**src/rtl/alu_seq_n.sv**
```systemverilog
// ============================================================================
// Module      : alu_seq_n
// Description : Handshaked multi-cycle ALU, WIDTH bits wide.
//               Operand bundle is taken on an in_valid/in_ready handshake.
//               The registered result and flags are held until the consumer
//               takes them on an out_valid/out_ready handshake.
//               Ops: AND, OR, XOR, PASSB, ADD, SUB (one cycle), SHL (one bit
//               per cycle) and MUL (shift-add, WIDTH cycles).
// Ports       : clk       - rising-edge clock
//               rst_n     - asynchronous active-low reset
//               in_valid  - operands and op are valid
//               in_ready  - block can accept a new operation (IDLE)
//               a, b      - operands; b[SHW-1:0] is the SHL amount
//               cin       - carry-in for ADD (SUB ignores it)
//               op        - operation select
//               out_valid - result and flags valid (DONE)
//               out_ready - consumer accepts the result
//               result    - registered result
//               cout      - carry / no-borrow / shifted-out / high-half-nonzero
//               zero      - result == 0
//               ovf       - signed overflow for ADD/SUB, 0 otherwise
// Config      : define ALU_SAT_EN to make ADD/SUB unsigned-saturating
//               (cout/ovf keep the raw flags, zero follows the saturated
//               result). Undefined: ADD/SUB wrap.
// Revision    : 1.0 - initial release
// ============================================================================
`default_nettype none

module alu_seq_n #(
    parameter int unsigned WIDTH = 8
) (
    input  logic             clk,
    input  logic             rst_n,
    input  logic             in_valid,
    output logic             in_ready,
    input  logic [WIDTH-1:0] a,
    input  logic [WIDTH-1:0] b,
    input  logic             cin,
    input  logic [2:0]       op,
    output logic             out_valid,
    input  logic             out_ready,
    output logic [WIDTH-1:0] result,
    output logic             cout,
    output logic             zero,
    output logic             ovf
);

    // Shift-amount field width, derived from WIDTH.
    localparam int unsigned SHW = $clog2(WIDTH);
    // Counter must hold WIDTH itself for MUL.
    localparam int unsigned CW  = $clog2(WIDTH + 1);

    localparam logic [2:0] c_OP_AND   = 3'b000;
    localparam logic [2:0] c_OP_OR    = 3'b001;
    localparam logic [2:0] c_OP_XOR   = 3'b010;
    localparam logic [2:0] c_OP_PASSB = 3'b011;
    localparam logic [2:0] c_OP_ADD   = 3'b100;
    localparam logic [2:0] c_OP_SUB   = 3'b101;
    localparam logic [2:0] c_OP_SHL   = 3'b110;
    localparam logic [2:0] c_OP_MUL   = 3'b111;

    typedef enum logic [1:0] {
        IDLE = 2'd0,
        EXEC = 2'd1,
        DONE = 2'd2
    } state_t;

    state_t                 state_q, state_d;
    logic [WIDTH-1:0]       a_q, a_d;       // SHL shift register / MUL multiplicand
    logic [2*WIDTH-1:0]     acc_q, acc_d;   // MUL {high partial, multiplier}
    logic [2:0]             op_q, op_d;
    logic [CW-1:0]          cnt_q, cnt_d;
    logic [WIDTH-1:0]       result_q, result_d;
    logic                   cout_q, cout_d;
    logic                   zero_q, zero_d;
    logic                   ovf_q, ovf_d;

    // Single-cycle arithmetic, evaluated straight from the input operands.
    logic [WIDTH:0]         w_sum_add;
    logic [WIDTH:0]         w_sum_sub;
    logic                   w_ovf_add;
    logic                   w_ovf_sub;
    logic [WIDTH-1:0]       w_res_add;
    logic [WIDTH-1:0]       w_res_sub;
    logic [SHW-1:0]         w_shamt;

    // Multi-cycle step values.
    logic [WIDTH:0]         w_mul_sum;
    logic [2*WIDTH-1:0]     w_mul_next;
    logic [WIDTH-1:0]       w_shl_next;

    logic                   w_finish;

    assign w_sum_add = {1'b0, a} + {1'b0, b} + {{WIDTH{1'b0}}, cin};
    assign w_sum_sub = {1'b0, a} + {1'b0, ~b} + {{WIDTH{1'b0}}, 1'b1};

    // Overflow: operand signs agree but the result sign differs (SUB uses ~b).
    assign w_ovf_add = (a[WIDTH-1] == b[WIDTH-1])  && (w_sum_add[WIDTH-1] != a[WIDTH-1]);
    assign w_ovf_sub = (a[WIDTH-1] == ~b[WIDTH-1]) && (w_sum_sub[WIDTH-1] != a[WIDTH-1]);

`ifdef ALU_SAT_EN
    // Saturate on unsigned carry-out (ADD) or borrow (SUB, raw carry clear).
    assign w_res_add = w_sum_add[WIDTH] ? {WIDTH{1'b1}} : w_sum_add[WIDTH-1:0];
    assign w_res_sub = w_sum_sub[WIDTH] ? w_sum_sub[WIDTH-1:0] : {WIDTH{1'b0}};
`else
    assign w_res_add = w_sum_add[WIDTH-1:0];
    assign w_res_sub = w_sum_sub[WIDTH-1:0];
`endif

    assign w_shamt = b[SHW-1:0];

    // Shift-add multiply: add the multiplicand into the high half when the
    // current multiplier LSB is set, then shift the whole accumulator right.
    // The extra sum bit keeps the carry so nothing is lost before cout.
    assign w_mul_sum  = {1'b0, acc_q[2*WIDTH-1:WIDTH]}
                      + (acc_q[0] ? {1'b0, a_q} : {(WIDTH+1){1'b0}});
    assign w_mul_next = {w_mul_sum, acc_q[WIDTH-1:1]};

    assign w_shl_next = {a_q[WIDTH-2:0], 1'b0};

    always_ff @(posedge clk or negedge rst_n) begin
        if (!rst_n) begin
            state_q  <= IDLE;
            a_q      <= '0;
            acc_q    <= '0;
            op_q     <= '0;
            cnt_q    <= '0;
            result_q <= '0;
            cout_q   <= 1'b0;
            zero_q   <= 1'b0;
            ovf_q    <= 1'b0;
        end else begin
            state_q  <= state_d;
            a_q      <= a_d;
            acc_q    <= acc_d;
            op_q     <= op_d;
            cnt_q    <= cnt_d;
            result_q <= result_d;
            cout_q   <= cout_d;
            zero_q   <= zero_d;
            ovf_q    <= ovf_d;
        end
    end

    always_comb begin
        state_d  = state_q;
        a_d      = a_q;
        acc_d    = acc_q;
        op_d     = op_q;
        cnt_d    = cnt_q;
        result_d = result_q;
        cout_d   = cout_q;
        zero_d   = zero_q;
        ovf_d    = ovf_q;
        w_finish = 1'b0;

        case (state_q)
            IDLE: begin
                if (in_valid) begin
                    op_d  = op;
                    a_d   = a;
                    acc_d = {{WIDTH{1'b0}}, b};
                    case (op)
                        c_OP_AND, c_OP_OR, c_OP_XOR, c_OP_PASSB: begin
                            case (op)
                                c_OP_AND: result_d = a & b;
                                c_OP_OR:  result_d = a | b;
                                c_OP_XOR: result_d = a ^ b;
                                default:  result_d = b;
                            endcase
                            cout_d   = 1'b0;
                            ovf_d    = 1'b0;
                            w_finish = 1'b1;
                        end
                        c_OP_ADD: begin
                            result_d = w_res_add;
                            cout_d   = w_sum_add[WIDTH];
                            ovf_d    = w_ovf_add;
                            w_finish = 1'b1;
                        end
                        c_OP_SUB: begin
                            result_d = w_res_sub;
                            cout_d   = w_sum_sub[WIDTH];
                            ovf_d    = w_ovf_sub;
                            w_finish = 1'b1;
                        end
                        c_OP_SHL: begin
                            if (w_shamt == '0) begin
                                result_d = a;
                                cout_d   = 1'b0;
                                ovf_d    = 1'b0;
                                w_finish = 1'b1;
                            end else begin
                                cnt_d   = CW'(w_shamt);
                                state_d = EXEC;
                            end
                        end
                        default: begin
                            cnt_d   = CW'(WIDTH);
                            state_d = EXEC;
                        end
                    endcase
                end
            end

            EXEC: begin
                cnt_d = cnt_q - 1'b1;
                if (op_q == c_OP_MUL) begin
                    acc_d = w_mul_next;
                end else begin
                    a_d = w_shl_next;
                end
                // Final step: the step value itself becomes the result.
                if (cnt_q == CW'(1)) begin
                    if (op_q == c_OP_MUL) begin
                        result_d = w_mul_next[WIDTH-1:0];
                        cout_d   = |w_mul_next[2*WIDTH-1:WIDTH];
                    end else begin
                        result_d = w_shl_next;
                        cout_d   = a_q[WIDTH-1];
                    end
                    ovf_d    = 1'b0;
                    w_finish = 1'b1;
                end
            end

            DONE: begin
                if (out_ready) begin
                    state_d = IDLE;
                end
            end

            default: begin
                state_d = IDLE;
            end
        endcase

        if (w_finish) begin
            zero_d  = (result_d == '0);
            state_d = DONE;
        end
    end

    assign in_ready  = (state_q == IDLE);
    assign out_valid = (state_q == DONE);
    assign result    = result_q;
    assign cout      = cout_q;
    assign zero      = zero_q;
    assign ovf       = ovf_q;

endmodule

`default_nettype wire

```
**config.mk**
```make
export PLATFORM = sky130hd
export DESIGN_NAME = alu_seq_n
export DESIGN_NICKNAME = d
export VERILOG_FILES = /design/src/rtl/alu_seq_n.sv
export SDC_FILE = /design/constraint.sdc
export NUM_CORES = 1
export LEC_CHECK = 0
export CAP_MARGIN = 10
export CORE_MARGIN = 4
export CORE_UTILIZATION = 35
export CTS_CLUSTER_SIZE = 8
export DETAILED_ROUTE_END_ITERATION = 7
export GPL_ROUTABILITY_DRIVEN = 0
export GPL_TIMING_DRIVEN = 0
export PLACE_DENSITY = 0.61
export SLEW_MARGIN = 20
export SYNTH_ARGS = -nofsm -noshare
export SYNTH_HDL_FRONTEND = slang
export SYNTH_SLANG_ARGS = --single-unit
```
**constraint.sdc**
```tcl
create_clock -name clk -period 2.7 [get_ports clk]
set_input_delay 0.405 -clock clk [delete_from_list [all_inputs] [get_ports clk]]
set_output_delay 0.405 -clock clk [all_outputs]
set_load 0.03 [all_outputs]
```
==> results of run 1 <==
-- timing repair --
| item | 4_1_cts | 5_1_grt |
|---|---|---|
| hold buffers | 0 | 0 |
| endpoints found under the hold margin | 0 | 0 |
| setup buffers | 5 | 4 |
| endpoints found under the setup margin | 7 | 6 |
| resized for setup | 76 | 44 |
| pin swaps | 14 | 24 |
-- cell usage in the layout (no fill, tap or decap), types with 11 or more instances in the layout --
cell             count
inv_1               31
o21ai_0             31
nor3_1              13
buf_2               14
nand3_1             23
clkdlybuf4s50_1     17
a31oi_1             16
nand2b_1            11
a21oi_1             32
nand2_1             67
nor2_1              30
ha_1                34
dfrtp_1             43
-- power breakdown --
part / switching (mW) / leakage, nW / internal (mW)
logic: 1.11 / 1.54 / 0.781
clock network: 0.271 / 0.0871 / 0.464
registers: 0.248 / 0.544 / 0.911
total: 1.63 / 2.17 / 2.16
-- state kept, by name (all words and copies together), names as in the netlist --
| signal | cells |
|---|---|
| cout | 1 |
| a_q | 8 |
| result | 8 |
| zero | 1 |
| cnt_q | 4 |
| acc_q | 16 |
| state_q | 2 |
| op_q | 3 |
| ovf | 1 |
-- critical path, stage by stage --
cell and delay (ns):
buf_8 0.12, ha_4 0.16, inv_2 0.05, fa_2 0.41
nor2b_1 0.14, a21oi_1 0.06, a221o_1 0.32, a22oi_2 0.19
o22ai_2 0.13, nor4bb_4 0.28, or4b_4 0.49, o31ai_2 0.22
-- metal layers --
layer / part of all wire [%] / up-vias / GRT usage, %
met3: 5.9 / 25 / 3.11
met1: 46 / 1937 / 26.9
met4: 2.5 / 0 / 5.40
met5: 0 / - / 0
li1: - / 1918 / -
met2: 45 / 131 / 30.7
-- cells by family after synthesis --
family	synth area share (%)
AND/OR/NAND/NOR	23.8
AO/OA/AOI/OAI	23.9
buffers and inverters	6.29
flip-flops	27.5
adder cells (fa/ha/maj)	13.6
XOR/XNOR	2.41
multiplexers	2.50
-- how the worst min path moves through the flow --
stage | from | endpoint | slack (ns) | cells past startpoint
6_report | rst_n | cnt_q[1] | 0.08 | 1
5_1_grt | rst_n | result[4] | 0.11 | 1
4_1_cts | rst_n | result[4] | 0.09 | 1
3_5_place_dp | rst_n | cnt_q[0] | 0.39 | 1
3_3_place_gp | result[0] | result[0] | 0.45 | 2
2_1_floorplan | rst_n | a_q[0] | 0.11 | 0
-- metrics by stage --
stage	setup TNS, ns	cell area [µm²]	hold slack [ns]
4_1_cts	-0.119	4850	0.0860
6_report	-0.0739	4960	0.0786
2_1_floorplan	0	4020	0.109
5_1_grt	-0.159	4960	0.111
3_3_place_gp	-7.84	4530	0.454
3_5_place_dp	-4.92	4550	0.394
-- area by class of cell --
cell class	instances	area, µm²
repair buffers	44	407
fillers	1128	6070
clock inverters	2	38.8
multi-input cells	404	2830
plain buffers	24	118
clock buffers	6	139
well taps	140	175
flip-flops and latches	44	1100
inverters	38	153
==> metrics, run 1 <==
top cells by area, synth dfrtp_1, ha_1, nand2_1, a21oi_1, o21ai_0; max cap viols 0; share of cells above drive strength 1 16.9%; Area Overhead vs Synth 24.2%; clock-pin slew on the worst setup and hold paths 0.07 ns; Setup Slack @ Placement -1.18 ns; CP max FO 8; Gate Count Post-Synth 511; crit path launch b[0]; fmax 361 MHz; via/cell ratio 5.71; CP arrival 2.98 ns; period utilisation layout 103%; initial antenna violation count 0; clk buf depth 2; PortBufs 34; synthesized area 0.00400 mm²; drt first pass iters 5; Clk Latency, worst-skew pair 0.29 ns; Worst Setup End Kind flop; mean area per synthesized cell 7.82 µm²; largest area contributor in the netlist dfrtp_1; sequential area share after synthesis 27.5%; Final HPWL DP 9700 µm; Crit Path Category in -> reg; total grt overflow 0; CTS buffer count 5; largest net degree at the start of global routing 27; failing checks negative setup slack; YS warnings 0; peak supply drop 0.000422 V; Main synth FF type dfrtp_1; leakage 2.17 nW; Worst R2R Start cnt_q[1]; Yosys top cell area share 27.5%; worst reg-to-reg path cell count 9; post-route antenna net violation count 0; PwrDens 763 mW/mm²; R2R setup slack 0.01 ns; Routed WL per cell 18.0 µm; Worst Path Required 2.90 ns; drc violations 0; reg2reg end zero; EDFF count, synth 0; Worst Setup EP zero; Worst Tran Pin Value 0.621 ns; clock period minus final worst setup slack 2.77 ns; endpoints failing hold 0; vias in the first global route 3,831; max-slew violation count 0; Die Y 115 µm; Via Count 4,011; FP Rows 38; H-tree levels 2; placed cells 686; Clock Sinks 44; Worst Skew 0.00761 ns; post-synth net total 576; crit start category primary input; Root Buffer clkbuf_16; Die X-Extent 115 µm; die area 0.0132 mm²; RSZ-0062 raised after global routing yes; DR iter-0 viols 304; CORE AREA 0.0110 mm²; ant diodes 0; fin cells 702; setup violators final 1; final WL 12,600 µm; asr flop ratio synth 100%; global-route wire length before repair 20,300 µm; Distinct cells, synth 61; top-count cell post-synth nand2_1; FF+latch count, synth 44; status complete, but fails checks; TritonCTS clock tree built; Power Total 3.79 mW; Hold Crit Class in -> async; gr usage total 19.2%; Starting Density 36.2%; I/O pin cnt 37; Final Net Count 626; Core Util, Final 45.0%; most frequent cells after synthesis nand2_1, dfrtp_1, ha_1, inv_1, a21oi_1; Rel. slew slack 57.5%; Final WS setup -0.0739 ns
Note: power is estimated with default switching activity, not from simulation.
==> run 2, diff against run 1 <==
- CORE_UTILIZATION: 35 -> 59
- HOLD_SLACK_MARGIN: unset -> 0.06
- PLACE_DENSITY: 0.61 -> 0.9
==> run 2 against run 1 <==
  * The flow still finishes with violations (negative setup slack)
  * Utilization is 31 points higher
  * Clock power fell by 30%
  * Total power is 1.8% lower
  * Critical endpoint unchanged
==> metrics, run 2 (synthesis results as in run 1) <==
setup violators final 1 (unchanged); post-route antenna net violation count 0 (unchanged); Die X-Extent 90.3 µm (-21%); fmax 364 MHz (+1.0%); Starting Density 61.9% (+26 points); final WL 12,700 µm (+0.74%); Clock Sinks 44 (unchanged); Final Net Count 631 (+0.80%); Worst Path Required 2.92 ns (+0.02 ns); max FFs per register 16 (unchanged); Hold Crit Class in -> async; highest-count cells in the layout ignoring fill and taps nand2_1, dfrtp_1, o21ai_0, ha_1, inv_1; most frequent CP cell a21oi_1; Crit Path Category in -> reg; Routed WL per cell 19.8 µm (+9.8%); leakage 2.17 nW (about the same); FP Rows 29 (-24%); total grt overflow 0 (unchanged); Worst Tran Pin Value 0.700 ns (+0.0795 ns); via/cell ratio 6.80 (+19%); placed cell area 0.00447 mm² (-1.6%); H-tree levels 2 (unchanged); endpoints failing hold 0 (unchanged); PortBufs 34 (unchanged); gr usage total 28.9% (+9.7 points); failing checks negative setup slack; crit start category primary input; share of cells above drive strength 1 17.6% (+0.73 points); CP arrival 2.97 ns (about the same); cell family with most CP delay compound AO/OA/AOI/OAI gates; CP max FO 10 (+2); clk buf depth 2 (unchanged); Worst Setup End Kind flop; ant diodes 0 (unchanged); DR iter-0 viols 594 (+95%); Clk Latency, worst-skew pair 0.30 ns (about the same); I/O pin cnt 37 (unchanged); Root Buffer clkbuf_8; Area Overhead vs Synth 22.5%; R2R setup slack 0 ns (about the same); Final WS setup -0.0463 ns (+0.0277 ns); initial antenna violation count 0 (unchanged); PwrDens 760 mW/mm² (-0.46%); RSZ-0062 raised after global routing yes; Crit-path slowest cell or4b_4; Final Cell Area 0.00490 mm² (-1.4%); Worst Skew 0.00339 ns (-0.00422 ns); drt first pass iters 5 (unchanged); Top reg by flops acc_q; most common cell after layout, fill and taps aside nand2_1; clock-pin slew on the worst setup and hold paths 0.09 ns (+0.02 ns); vias in the first global route 3,911 (+2.1%); CTS buffer count 5 (unchanged); Final HPWL DP 8950 µm (-7.7%); status complete, but fails checks; Die Y 90.3 µm (-21%); clock period minus final worst setup slack 2.75 ns (-0.0277 ns); largest net degree at the start of global routing 28 (+3.7%); die area 0.00816 mm² (-38%); critical path, cell by cell clkdlybuf4s50_1, clkbuf_1, nand2_1, a21oi_1, a21oi_1, a31oi_2, a211o_1, or4b_4, o31ai_4; Core Util, Final 75.8% (+31 points); max cap viols 0 (unchanged); Via Count 4,379 (+9.2%); drc violations 0 (unchanged); Rel. slew slack 53.3% (-4.2 points); CORE AREA 0.00646 mm² (-41%); Worst Path Buf+Inv 2 (unchanged); slowest stage delay, CP 0.51 ns (+0.02 ns); peak supply drop 0.000757 V (+80%); global-route wire length before repair 19,500 µm (-4.2%); period utilisation layout 102% (-1.0 points); max-slew violation count 0 (unchanged); TritonCTS clock tree built
-- run 2: layout make-up --
class                           instances  area (µm²)
Buffer                                 24         120
Clock buffer                            6        72.6
Clock inverter                          2        35.0
Fill cell                             441        1560
Inverter                               38         148
Multi-Input combinational cell        404        2880
Sequential cell                        44        1100
Tap cell                               77        96.3
Timing Repair Buffer                   49         443
-- run 2: report_power, final --
group / internal [mW] / switching (mW) / leakage [nW]
registers: 0.910 / 0.255 / 0.544
clock network: 0.275 / 0.237 / 0.0552
logic: 0.839 / 1.20 / 1.57
-- run 2: timing repair --
| item | 4_1_cts | 5_1_grt |
|---|---|---|
| buffers inserted | 3 | 11 |
| pin swaps | 14 | 23 |
| hold endpoints to repair | 0 | 0 |
| gates resized for setup | 71 | 46 |
| hold buffers | 0 | 0 |
| endpoints found under the setup margin | 6 | 12 |
-- run 2: per-stage QoR --
stage / power [mW] / std cells / hold WS (ns) / setup TNS (ns) / setup slack (ns)
after floorplan: 2.26 / 511 / 0.109 / 0 / 0.00517
after global routing: 3.92 / 644 / 0.177 / -0.257 / -0.160
final: 3.72 / 644 / 0.141 / -0.0463 / -0.0463
after global placement: 2.77 / 622 / 0.464 / -3.87 / -1.07
after detailed placement: 2.84 / 623 / 0.460 / -4.53 / -1.10
after CTS: 3.40 / 634 / 0.153 / -0.0770 / -0.0770
-- run 2: layer usage --
metal	vias to the layer above	routed length, µm	GRT usage (%)
met3	52	1530	6.50
met2	349	5820	45.1
met1	2072	5010	40.8
li1	1906	-	-
met4	0	362	7.27
met5	-	0	0
-- run 2: final timing paths --
path	end	cells past startpoint	start
max	zero	9	in_valid
max reg2reg	zero	9	state_q[1]
min reg2reg	result[0]	2	result[0]
min in group clk	cnt_q[0]	3	b[0]
min	state_q[1]	1	rst_n
max in group asynchronous	acc_q[0]	2	rst_n
